[src/rtl/alu_control_pkg.sv]
// alu_control_pkg
//   Shared encodings for the EX-stage ALU control block: ALUOp classes from
//   main control, R-type funct codes, ALUOperation select codes and the
//   multiply/divide sequencer state enum.
package alu_control_pkg;

  // ALUOp classes driven by main control
  localparam logic [2:0] ALUOP_RTYPE  = 3'b111,
                         ALUOP_ADDI   = 3'b100,
                         ALUOP_ORI    = 3'b101,
                         ALUOP_ANDI   = 3'b110,
                         ALUOP_LUI    = 3'b011,
                         ALUOP_BRANCH = 3'b001;

  // R-type funct field values
  localparam logic [5:0] FN_AND   = 6'b100100,
                         FN_OR    = 6'b100101,
                         FN_NOR   = 6'b100111,
                         FN_ADD   = 6'b100000,
                         FN_SUB   = 6'b100010,
                         FN_SLL   = 6'b000000,
                         FN_SRL   = 6'b000010,
                         FN_SLT   = 6'b101010,
                         FN_MFHI  = 6'b010000,
                         FN_MFLO  = 6'b010010,
                         FN_MULTU = 6'b011001,
                         FN_DIVU  = 6'b011011;

  // ALUOperation select codes
  localparam logic [3:0] OPER_AND     = 4'b0000,
                         OPER_OR      = 4'b0001,
                         OPER_NOR     = 4'b0010,
                         OPER_ADD     = 4'b0011,
                         OPER_SUB     = 4'b0100,
                         OPER_SLL     = 4'b0101,
                         OPER_SRL     = 4'b0110,
                         OPER_SLT     = 4'b0111,
                         OPER_LUI     = 4'b1000,
                         OPER_INVALID = 4'b1001,
                         OPER_MFHI    = 4'b1010,
                         OPER_MFLO    = 4'b1011,
                         OPER_MULTU   = 4'b1100,
                         OPER_DIVU    = 4'b1101;

  typedef enum logic [1:0] {
    SEQ_IDLE = 2'd0,
    SEQ_MUL  = 2'd1,
    SEQ_DIV  = 2'd2,
    SEQ_DONE = 2'd3
  } seq_state_e;

endpackage

[src/rtl/alu_control_seq_muldiv_iter.sv]
// muldiv_iter
//   Datapath of the iterative unsigned multiply/divide unit. Holds the
//   working registers (partial high/low, multiplicand or divisor) and the
//   bit counter; performs one shift-add (multiply) or restoring-subtract
//   (divide) step per enabled cycle. The values the working registers would
//   take on this step are exported so the owner can commit them to HI/LO on
//   the final step without an extra cycle.
// Ports
//   clk, rst_n     : clock, asynchronous active-low reset
//   load           : capture op_a/op_b and preset the counter
//   step           : perform one iteration this cycle
//   is_div         : 1 = restoring divide step, 0 = shift-add multiply step
//   op_a, op_b     : multiplier/dividend and multiplicand/divisor
//   cnt_zero       : the current step is the last one
//   nxt_hi, nxt_lo : working registers after the current step
module muldiv_iter #(
  parameter int DATA_WIDTH = 32
) (
  input  logic                  clk,
  input  logic                  rst_n,
  input  logic                  load,
  input  logic                  step,
  input  logic                  is_div,
  input  logic [DATA_WIDTH-1:0] op_a,
  input  logic [DATA_WIDTH-1:0] op_b,
  output logic                  cnt_zero,
  output logic [DATA_WIDTH-1:0] nxt_hi,
  output logic [DATA_WIDTH-1:0] nxt_lo
);

  localparam int CNT_W = $clog2(DATA_WIDTH);

  // hi: partial product upper half / partial remainder
  // lo: multiplier being shifted out / dividend shifting into quotient
  logic [DATA_WIDTH-1:0] hi_q, hi_d, lo_q, lo_d, den_q, den_d;
  logic [CNT_W-1:0]      cnt_q, cnt_d;
  logic [DATA_WIDTH:0]   mul_sum, rem_shift, rem_diff;

  assign cnt_zero = (cnt_q == '0);

  always_comb begin
    mul_sum   = {1'b0, hi_q} + (lo_q[0] ? {1'b0, den_q} : '0);
    rem_shift = {hi_q, lo_q[DATA_WIDTH-1]};
    rem_diff  = rem_shift - {1'b0, den_q};
    if (is_div) begin
      // A zero divisor always "fits", giving an all-ones quotient and
      // leaving the dividend as the remainder.
      if (rem_shift >= {1'b0, den_q}) begin
        nxt_hi = rem_diff[DATA_WIDTH-1:0];
        nxt_lo = {lo_q[DATA_WIDTH-2:0], 1'b1};
      end else begin
        nxt_hi = rem_shift[DATA_WIDTH-1:0];
        nxt_lo = {lo_q[DATA_WIDTH-2:0], 1'b0};
      end
    end else begin
      // Carry of the add drops into the top of the shifted product.
      nxt_hi = mul_sum[DATA_WIDTH:1];
      nxt_lo = {mul_sum[0], lo_q[DATA_WIDTH-1:1]};
    end
  end

  always_comb begin
    hi_d  = hi_q;
    lo_d  = lo_q;
    den_d = den_q;
    cnt_d = cnt_q;
    if (load) begin
      hi_d  = '0;
      lo_d  = op_a;
      den_d = op_b;
      cnt_d = CNT_W'(DATA_WIDTH - 1);
    end else if (step) begin
      hi_d  = nxt_hi;
      lo_d  = nxt_lo;
      cnt_d = cnt_q - 1'b1;
    end
  end

  always_ff @(posedge clk or negedge rst_n) begin
    if (!rst_n) begin
      hi_q  <= '0;
      lo_q  <= '0;
      den_q <= '0;
      cnt_q <= '0;
    end else begin
      hi_q  <= hi_d;
      lo_q  <= lo_d;
      den_q <= den_d;
      cnt_q <= cnt_d;
    end
  end

endmodule

[src/rtl/alu_control_seq.sv]
// alu_control_seq
//   MIPS EX-stage ALU control: combinational ALUOp/funct decode to a 4-bit
//   ALUOperation, plus the MULTU/DIVU sequencer that owns HI/LO and stalls
//   the pipeline while an iterative multiply or divide runs.
// Ports
//   clk, reset          : clock, asynchronous active-low reset
//   ALUOp, ALUFunction  : class from main control, instruction funct field
//   Valid               : the EX instruction is real (not a bubble)
//   Flush               : abort any in-flight mul/div, no HI/LO write
//   OperandA, OperandB  : rs/rt values
//   ALUOperation        : combinational ALU select
//   Stall               : freeze IF/ID/EX
//   MulDivDone          : one-cycle pulse in the cycle after HI/LO were written
//   HI, LO              : registered mul/div results
//   dbg_state           : current sequencer state (seq_state_e encoding)
//
// Handshake: an instruction in EX is "offered" when Valid=1. The pipeline
// advances on every edge where Stall=0; while Stall=1 the same instruction
// and operands must be held. A MULTU/DIVU is accepted on the edge ending its
// first EX cycle (Stall already high), and the pipeline moves on at the end
// of the DONE cycle, when Stall is low and HI/LO hold the result.
module alu_control_seq
  import alu_control_pkg::*;
#(
  parameter int DATA_WIDTH  = 32,
  parameter int ALUOP_WIDTH = 3
) (
  input  logic                   clk,
  input  logic                   reset,
  input  logic [ALUOP_WIDTH-1:0] ALUOp,
  input  logic [5:0]             ALUFunction,
  input  logic                   Valid,
  input  logic                   Flush,
  input  logic [DATA_WIDTH-1:0]  OperandA,
  input  logic [DATA_WIDTH-1:0]  OperandB,
  output logic [3:0]             ALUOperation,
  output logic                   Stall,
  output logic                   MulDivDone,
  output logic [DATA_WIDTH-1:0]  HI,
  output logic [DATA_WIDTH-1:0]  LO,
  output logic [1:0]             dbg_state
);

  seq_state_e            state_q, state_d;
  logic                  is_rtype, is_multu, is_divu;
  logic                  md_load, md_step, md_write, md_zero;
  logic [DATA_WIDTH-1:0] md_hi, md_lo;
  logic [DATA_WIDTH-1:0] hi_q, hi_d, lo_q, lo_d;

  // ---------------- decoder ----------------
  assign is_rtype = (ALUOp == ALUOP_WIDTH'(ALUOP_RTYPE));
  assign is_multu = is_rtype && (ALUFunction == FN_MULTU);
  assign is_divu  = is_rtype && (ALUFunction == FN_DIVU);

  always_comb begin
    ALUOperation = OPER_INVALID;
    if (is_rtype) begin
      case (ALUFunction)
        FN_AND:   ALUOperation = OPER_AND;
        FN_OR:    ALUOperation = OPER_OR;
        FN_NOR:   ALUOperation = OPER_NOR;
        FN_ADD:   ALUOperation = OPER_ADD;
        FN_SUB:   ALUOperation = OPER_SUB;
        FN_SLL:   ALUOperation = OPER_SLL;
        FN_SRL:   ALUOperation = OPER_SRL;
        FN_SLT:   ALUOperation = OPER_SLT;
        FN_MFHI:  ALUOperation = OPER_MFHI;
        FN_MFLO:  ALUOperation = OPER_MFLO;
        FN_MULTU: ALUOperation = OPER_MULTU;
        FN_DIVU:  ALUOperation = OPER_DIVU;
        default:  ALUOperation = OPER_INVALID;
      endcase
    end else if (ALUOp == ALUOP_WIDTH'(ALUOP_ADDI)) begin
      ALUOperation = OPER_ADD;
    end else if (ALUOp == ALUOP_WIDTH'(ALUOP_ORI)) begin
      ALUOperation = OPER_OR;
    end else if (ALUOp == ALUOP_WIDTH'(ALUOP_ANDI)) begin
      ALUOperation = OPER_AND;
    end else if (ALUOp == ALUOP_WIDTH'(ALUOP_LUI)) begin
      ALUOperation = OPER_LUI;
    end else if (ALUOp == ALUOP_WIDTH'(ALUOP_BRANCH)) begin
      ALUOperation = OPER_SUB;
    end
  end

  // ---------------- sequencer FSM ----------------
  always_ff @(posedge clk or negedge reset) begin
    if (!reset) state_q <= SEQ_IDLE;
    else        state_q <= state_d;
  end

  always_comb begin
    state_d = state_q;
    if (Flush) begin
      state_d = SEQ_IDLE;
    end else begin
      case (state_q)
        SEQ_IDLE: begin
          if (Valid && is_multu)     state_d = SEQ_MUL;
          else if (Valid && is_divu) state_d = SEQ_DIV;
        end
        SEQ_MUL, SEQ_DIV: if (md_zero) state_d = SEQ_DONE;
        SEQ_DONE: state_d = SEQ_IDLE;
        default:  state_d = SEQ_IDLE;
      endcase
    end
  end

  always_comb begin
    Stall      = 1'b0;
    MulDivDone = 1'b0;
    md_load    = 1'b0;
    md_step    = 1'b0;
    case (state_q)
      SEQ_IDLE: begin
        Stall   = Valid && (is_multu || is_divu);
        md_load = Stall && !Flush;
      end
      SEQ_MUL, SEQ_DIV: begin
        Stall   = 1'b1;
        md_step = !Flush;
      end
      SEQ_DONE: MulDivDone = 1'b1;
      default: ;
    endcase
  end

  // A flush on the final step suppresses the write.
  assign md_write  = md_step && md_zero;
  assign dbg_state = state_q;

  muldiv_iter #(.DATA_WIDTH(DATA_WIDTH)) u_muldiv (
    .clk      (clk),
    .rst_n    (reset),
    .load     (md_load),
    .step     (md_step),
    .is_div   (state_q == SEQ_DIV),
    .op_a     (OperandA),
    .op_b     (OperandB),
    .cnt_zero (md_zero),
    .nxt_hi   (md_hi),
    .nxt_lo   (md_lo)
  );

  // ---------------- HI/LO ----------------
  always_comb begin
    hi_d = hi_q;
    lo_d = lo_q;
    if (md_write) begin
      hi_d = md_hi;
      lo_d = md_lo;
    end
  end

  always_ff @(posedge clk or negedge reset) begin
    if (!reset) begin
      hi_q <= '0;
      lo_q <= '0;
    end else begin
      hi_q <= hi_d;
      lo_q <= lo_d;
    end
  end

  assign HI = hi_q;
  assign LO = lo_q;

endmodule

[config.mk]
export PLATFORM = sky130hd
export DESIGN_NAME = alu_control_seq
export DESIGN_NICKNAME = d
export VERILOG_FILES = /design/src/rtl/alu_control_pkg.sv /design/src/rtl/alu_control_seq_muldiv_iter.sv /design/src/rtl/alu_control_seq.sv
export SDC_FILE = /design/constraint.sdc
export NUM_CORES = 1
export LEC_CHECK = 0
export ABC_CLOCK_PERIOD_IN_PS = 3300
export CORE_MARGIN = 4
export CORE_UTILIZATION = 51
export CTS_CLUSTER_SIZE = 12
export DETAILED_ROUTE_END_ITERATION = 8
export MAX_ROUTING_LAYER = met4
export PLACE_DENSITY = 0.79
export SLEW_MARGIN = 20
export SYNTH_ARGS = -nofsm -noshare
export SYNTH_HDL_FRONTEND = slang
export SYNTH_SLANG_ARGS = --single-unit
[constraint.sdc]
create_clock -name clk -period 3.3 [get_ports clk]
set_input_delay 0.495 -clock clk [delete_from_list [all_inputs] [get_ports clk]]
set_output_delay 0.495 -clock clk [all_outputs]
set_load 0.05 [all_outputs]
; ---- Word-level counts from Yosys, hierarchy flattened
; Cells that the tools add are included.
[word_totals]
register_bits = 167
output_inout_bits = 72
inputBits = 77
word_cells = 75
[classes]
n_eq_ne = 22
order_cmp = 1
n_mux = 27
reduce_logical = 15
addsub = 3
[ops]
columns = op, n
row1 = 2-to-1 mux 32 bit, 8
row2 = case mux 4 bit (12 select lines), 1
row3 = == test 6 bit (second input constant), 6
row4 = adder 32 x 32 -> 33 bit, 1
row5 = greater-or-equal comparator 33 x 32 -> 1 bit, 1
row6 = subtractor 32 bit, 1
row7 = == test 6 x 5 -> 1 bit (second input constant), 4
row8 = 2-to-1 mux 4 bit, 6
row9 = == test 3 bit (second input constant), 4
row10 = 2-to-1 mux 5 bit, 2
row11 = 2-to-1 mux 2 bit, 4
row12 = logical AND 1 bit, 7
row13 = == test 6 x 2 -> 1 bit (second input constant), 1
row14 = zero test 6 bit, 1
row15 = case mux 2 bit (3 select lines), 1
row16 = zero test 5 bit, 1
row17 = subtractor 5 x 1 -> 5 bit (second input constant), 1
row18 = == test 2 bit (second input constant), 2
row19 = 2-to-1 mux 1 bit, 4
row20 = != test 4 bit (second input constant), 1
row21 = == test 3 x 1 -> 1 bit (second input constant), 1
row22 = == test 3 x 2 -> 1 bit (second input constant), 1
row23 = != test 3 bit (second input constant), 1
row24 = == test 2 x 1 -> 1 bit (second input constant), 1
row25 = 7 further kinds, 7

; ---- Longest topological paths before layout
[logic_depth]
depth_word = 7
mapped_depth = 15
mapped_depth_nobuf = 12

; ---- By module
; A second synthesis with hierarchy kept.
[unflattened]
hier_cells = 1293
hier_area_um2 = 11892.7
[modules_own_cells]
columns = module, seq_area_each_um2, area_per_inst_um2, cells_each, instances
row1 = muldiv_iter, 2527.4, 9004.9, 1086, 1
row2 = alu_control_seq, 1651.6, 2887.8, 207, 1

; ---- Worst setup path before layout
; No wires, ideal clock.
[synth_path]
kind = flip-flop to flip-flop
startpoint = register u_muldiv.lo_q[0]
endpoint = register hi_q[23] (netlist: HI[23])
synth_period_minus_slack_ns = 3.111
arrival_time_ns = 2.986
n_path_buf = 1
path_stages_with_launch = 14
required_ns = 3.175
path_slack_ns = 0.189
setup_ns = 0.125
cell_sequence = dfrtp_1 > clkbuf_1 > and2_1 > ha_1 > fa_1 > a211oi_1 > nor4_1 > nor3_1 > nor3_1 > o21ai_1 > o21ai_0 > xnor2_1 > a22oi_1 > mux2_2
[synth_between]
elab_chain_cells = 3
[synth_lines]
columns = element, line_no
row1 = "start, declared", alu_control_seq_muldiv_iter.sv:35  ; logic [DATA_WIDTH-1:0] hi_q, hi_d, lo_q, lo_d, den_q, den_d;
row2 = "start signal, assigned", alu_control_seq_muldiv_iter.sv:87  ; lo_q <= lo_d;
row3 = 2-to-1 mux 32 bit, alu_control_seq_muldiv_iter.sv:42  ; mul_sum = {1'b0, hi_q} + (lo_q[0] ? {1'b0, den_q} : '0);
row4 = adder 32 x 32 -> 33 bit, alu_control_seq_muldiv_iter.sv:42
row5 = 2-to-1 mux 32 bit, alu_control_seq_muldiv_iter.sv:45  ; if (is_div) begin
row6 = "end signal, assigned", alu_control_seq.sv:160  ; hi_q <= hi_d;
row7 = "end, declared", alu_control_seq.sv:48  ; logic [DATA_WIDTH-1:0] hi_q, hi_d, lo_q, lo_d;
; Every way passes these cells.
; A chain may end at the register's enable or synchronous reset.

; ---- Worst setup path after layout
[layout_path]
startpoint = register u_muldiv.lo_q[0]
endpoint = register hi_q[30] (netlist: HI[30])
; The elaborated chain is that of the path after synthesis.

==> out/qor.csv <==
metric,value,unit
clk slew on worst S/H paths,80,ps
GP Congestion,0.9763,
Die H,159.7,um
Finished Core Util,65.41,%
VDD IR max,649.6,uV
final period utilization,97.41,%
Die ar.,25500,um2
Synth top cells by count,"dfrtp_1, nand2_1, a21oi_1, o21ai_0, nor2_1",
Tmin final,3215,ps
Hold Fails Final Rpt,0,
Netlist cell types,73,
top routing layer in use,met4,
layout cells sized above 1,12.93,%
total number of vias,11369,
"Max FO, Critical Path",16,
cell area power density,903.2,nW/um2
setup TNS,0,ps
GRT Total Usage,29.58,%
Synth Instances,1402,
FMAX,0.3111,GHz
# clock sinks,167,
crit path kind,flip-flop to flip-flop,
core area,22640,um2
clock skew,17.87,ps
Met2 Routed Length,17730,um
DRT iter0 DRCs,984,
Hold WC Path Type,primary input to asynchronous set/reset pin,
ANT nets after route,0,
routed wire length on met3,2395,um
#FFs+latches synth,167,
Die X-Extent,159.7,um
total gr overflow,0,
required time of the critical path,3630,ps
total of max-cap violations,0,
Critical Path AT,3550,ps
Power Total,13.38,mW
Setup crit end kind,flip-flop,
Starting Density,51.82,%
post-DP HPWL,27400,um
WL/cell,19.75,um
asr flop ratio synth,100.0,%
Post-synth EDFFs,0,
Slew @ Worst Pin,961.9,ps
Detailed Routing Iterations Pass 1,5,
CP startpoint kind,flip-flop,
vias in the first global route,11355,
Mapped Nets,1550,
final wirelength,36930,um
slew margin rel.,35.87,%
max incr delay on CP,420,ps
Synth Flop Type,dfrtp_1,
crit path cell chain,buf_6 > and2_1 > ha_4 > o211ai_1 > o211ai_1 > nor4b_2 > nor3_1 > buf_4 > nor4_2 > buf_4 > mux2i_1 > nand4_1 > o211a_1 > mux2_2,
largest net degree at the start of global routing,67,
DR DRC count,0,
clock latency on the worst-skew pair,450,ps
IO Count,149,
Ys Warns,0,
status,"finished, final reports clean",
ANT cells,0,
RSZ-0062 raised after global routing,true,
Total Nets Final,1720,
Syn Area/Cell,8.368,um2
first-pass GRT wire length,60170,um
Synth area leader,dfrtp_1,
Lkg Pwr,6.692,nW
Port Buffer Count,148,
CTS max path bufs,2,
number of vias per cell,6.080,
number of antenna violations at the first check in global routing,0,
CTS tree,done,
"Slew Viols, Final",0,
"slowest stage cell, crit path",dfrtp_1,
number of core rows,55,
Crit path max-delay family,simple AND/OR/NAND/NOR gates,
P&R area growth vs syn,26.22,%
synth top area cells,"dfrtp_1, ha_1, a21oi_1",
H-tree depth,4,
CTS Buf Count,17,
Final setup viols,0,
WP buf/inv,3,
Mapped Area,11730,um2
most common cell in the netlist,dfrtp_1,
CTS root buffer,clkbuf_16,
WL met1,15660,um
top cell type's share of synthesized area,35.62,%
post-synthesis sequential area ratio,35.62,%
per-stage QoR:
| stage | hold WS, ps | cell area [um2] | instances | setup slack [ps] |
|---|---|---|---|---|
| floorplan | 199.4 | 11730 | 1402 | 189.2 |
| global placement | 464.9 | 14000 | 1837 | 67.91 |
| detailed placement | 468.9 | 14000 | 1837 | -31.68 |
| CTS | 79.94 | 14650 | 1869 | -2.697 |
| global route | 108.0 | 14810 | 1870 | -84.79 |
| finish | 60.46 | 14810 | 1870 | 85.37 |
report_power, final:
group	leakage, nW	switching, mW	internal, mW	total, mW
Combinational	4.44	4.86	3.01	7.87
Sequential	1.94	0.612	2.76	3.37
Clock	0.305	1.08	1.05	2.14
layer usage:
layer,GRT usage [%],vias up
met2,47.45,496
met3,4.723,96
met5,-,-
li1,-,5329
met4,10.02,0
met1,38.44,5448
layout by cell type, fill, tap and decap left out, types with 5 or more instances in the layout:
master	synthesis	routed
a211oi_1	9	9
a21o_1	22	22
a21oi_1	130	127
a21oi_2	2	5
a22o_1	20	20
a22oi_1	14	14
a31oi_1	22	21
and2_1	41	41
and3_1	10	10
buf_12	0	13
buf_4	0	71
clkbuf_16	0	17
clkdlybuf4s50_1	0	142
clkinv_8	0	7
dfrtp_1	167	167
ha_1	69	60
ha_4	0	5
inv_1	84	84
mux2_2	35	35
mux2i_1	32	32
nand2_1	161	160
nand2b_1	5	5
nand3_1	30	30
nand4_1	13	13
nor2_1	90	88
nor2b_1	10	9
nor3_1	37	35
nor4_1	10	6
o211ai_1	12	12
o21a_1	10	10
o21ai_0	122	118
o21ai_1	7	11
o21bai_1	13	13
o221ai_1	5	5
or2_2	9	10
or3_1	15	15
xnor2_1	38	38
xor2_1	14	14
worst reg2reg max path: stages, from the launching register on:
cell and delay (ps):
dfrtp_1 420, buf_6 170, and2_1 200, ha_4 290, o211ai_1 120, o211ai_1 260
nor4b_2 240, nor3_1 70, buf_4 180, nor4_2 280, buf_4 160, mux2i_1 180
nand4_1 110, o211a_1 170, mux2_2 270
final timing paths:
check                                 startpoint               end  slack, ps  depth (start not counted)
worst max-delay path            u_muldiv.lo_q[0]            HI[30]         90                         14
worst min-delay path                       reset            HI[13]         60                          1
worst max register to register  u_muldiv.lo_q[0]            HI[30]         90                         14
worst min register to register             LO[8]             LO[8]        480                          2
max in group asynchronous                  reset  u_muldiv.hi_q[2]       2490                          2
min in group clk                           LO[8]             LO[8]        480                          2
layout make-up:
class	count	area, um2
multi-input cells	1073	7081
flip-flops and latches	167	4179
repair buffers	228	2237
well taps	285	356.6
clock buffers	17	425.4
clock inverters	15	211.5
fillers	1900	7831
inverters	85	319.1
cell families after synthesis:
group	share of synthesized area, %
AO/OA/AOI/OAI	23.01
adder cells (fa/ha/maj)	7.700
flip-flops	35.62
AND/OR/NAND/NOR	18.12
buffers and inverters	5.577
multiplexers	6.089
XOR/XNOR	3.882
flip-flops by register name, indices dropped and copies added, names as in the netlist:
register        count
u_muldiv.lo_q      32
u_muldiv.cnt_q      5
u_muldiv.den_q     32
dbg_state           2
u_muldiv.hi_q      32
HI                 32
LO                 32
repair_timing:
item	4_1_cts	5_1_grt
hold endpoints to repair	0	0
hold buffers	0	0
resized for setup	3	26
setup buffers	0	1
pin swaps	1	7
endpoints found under the setup margin	6	33
(Power assumes the default switching activity.)
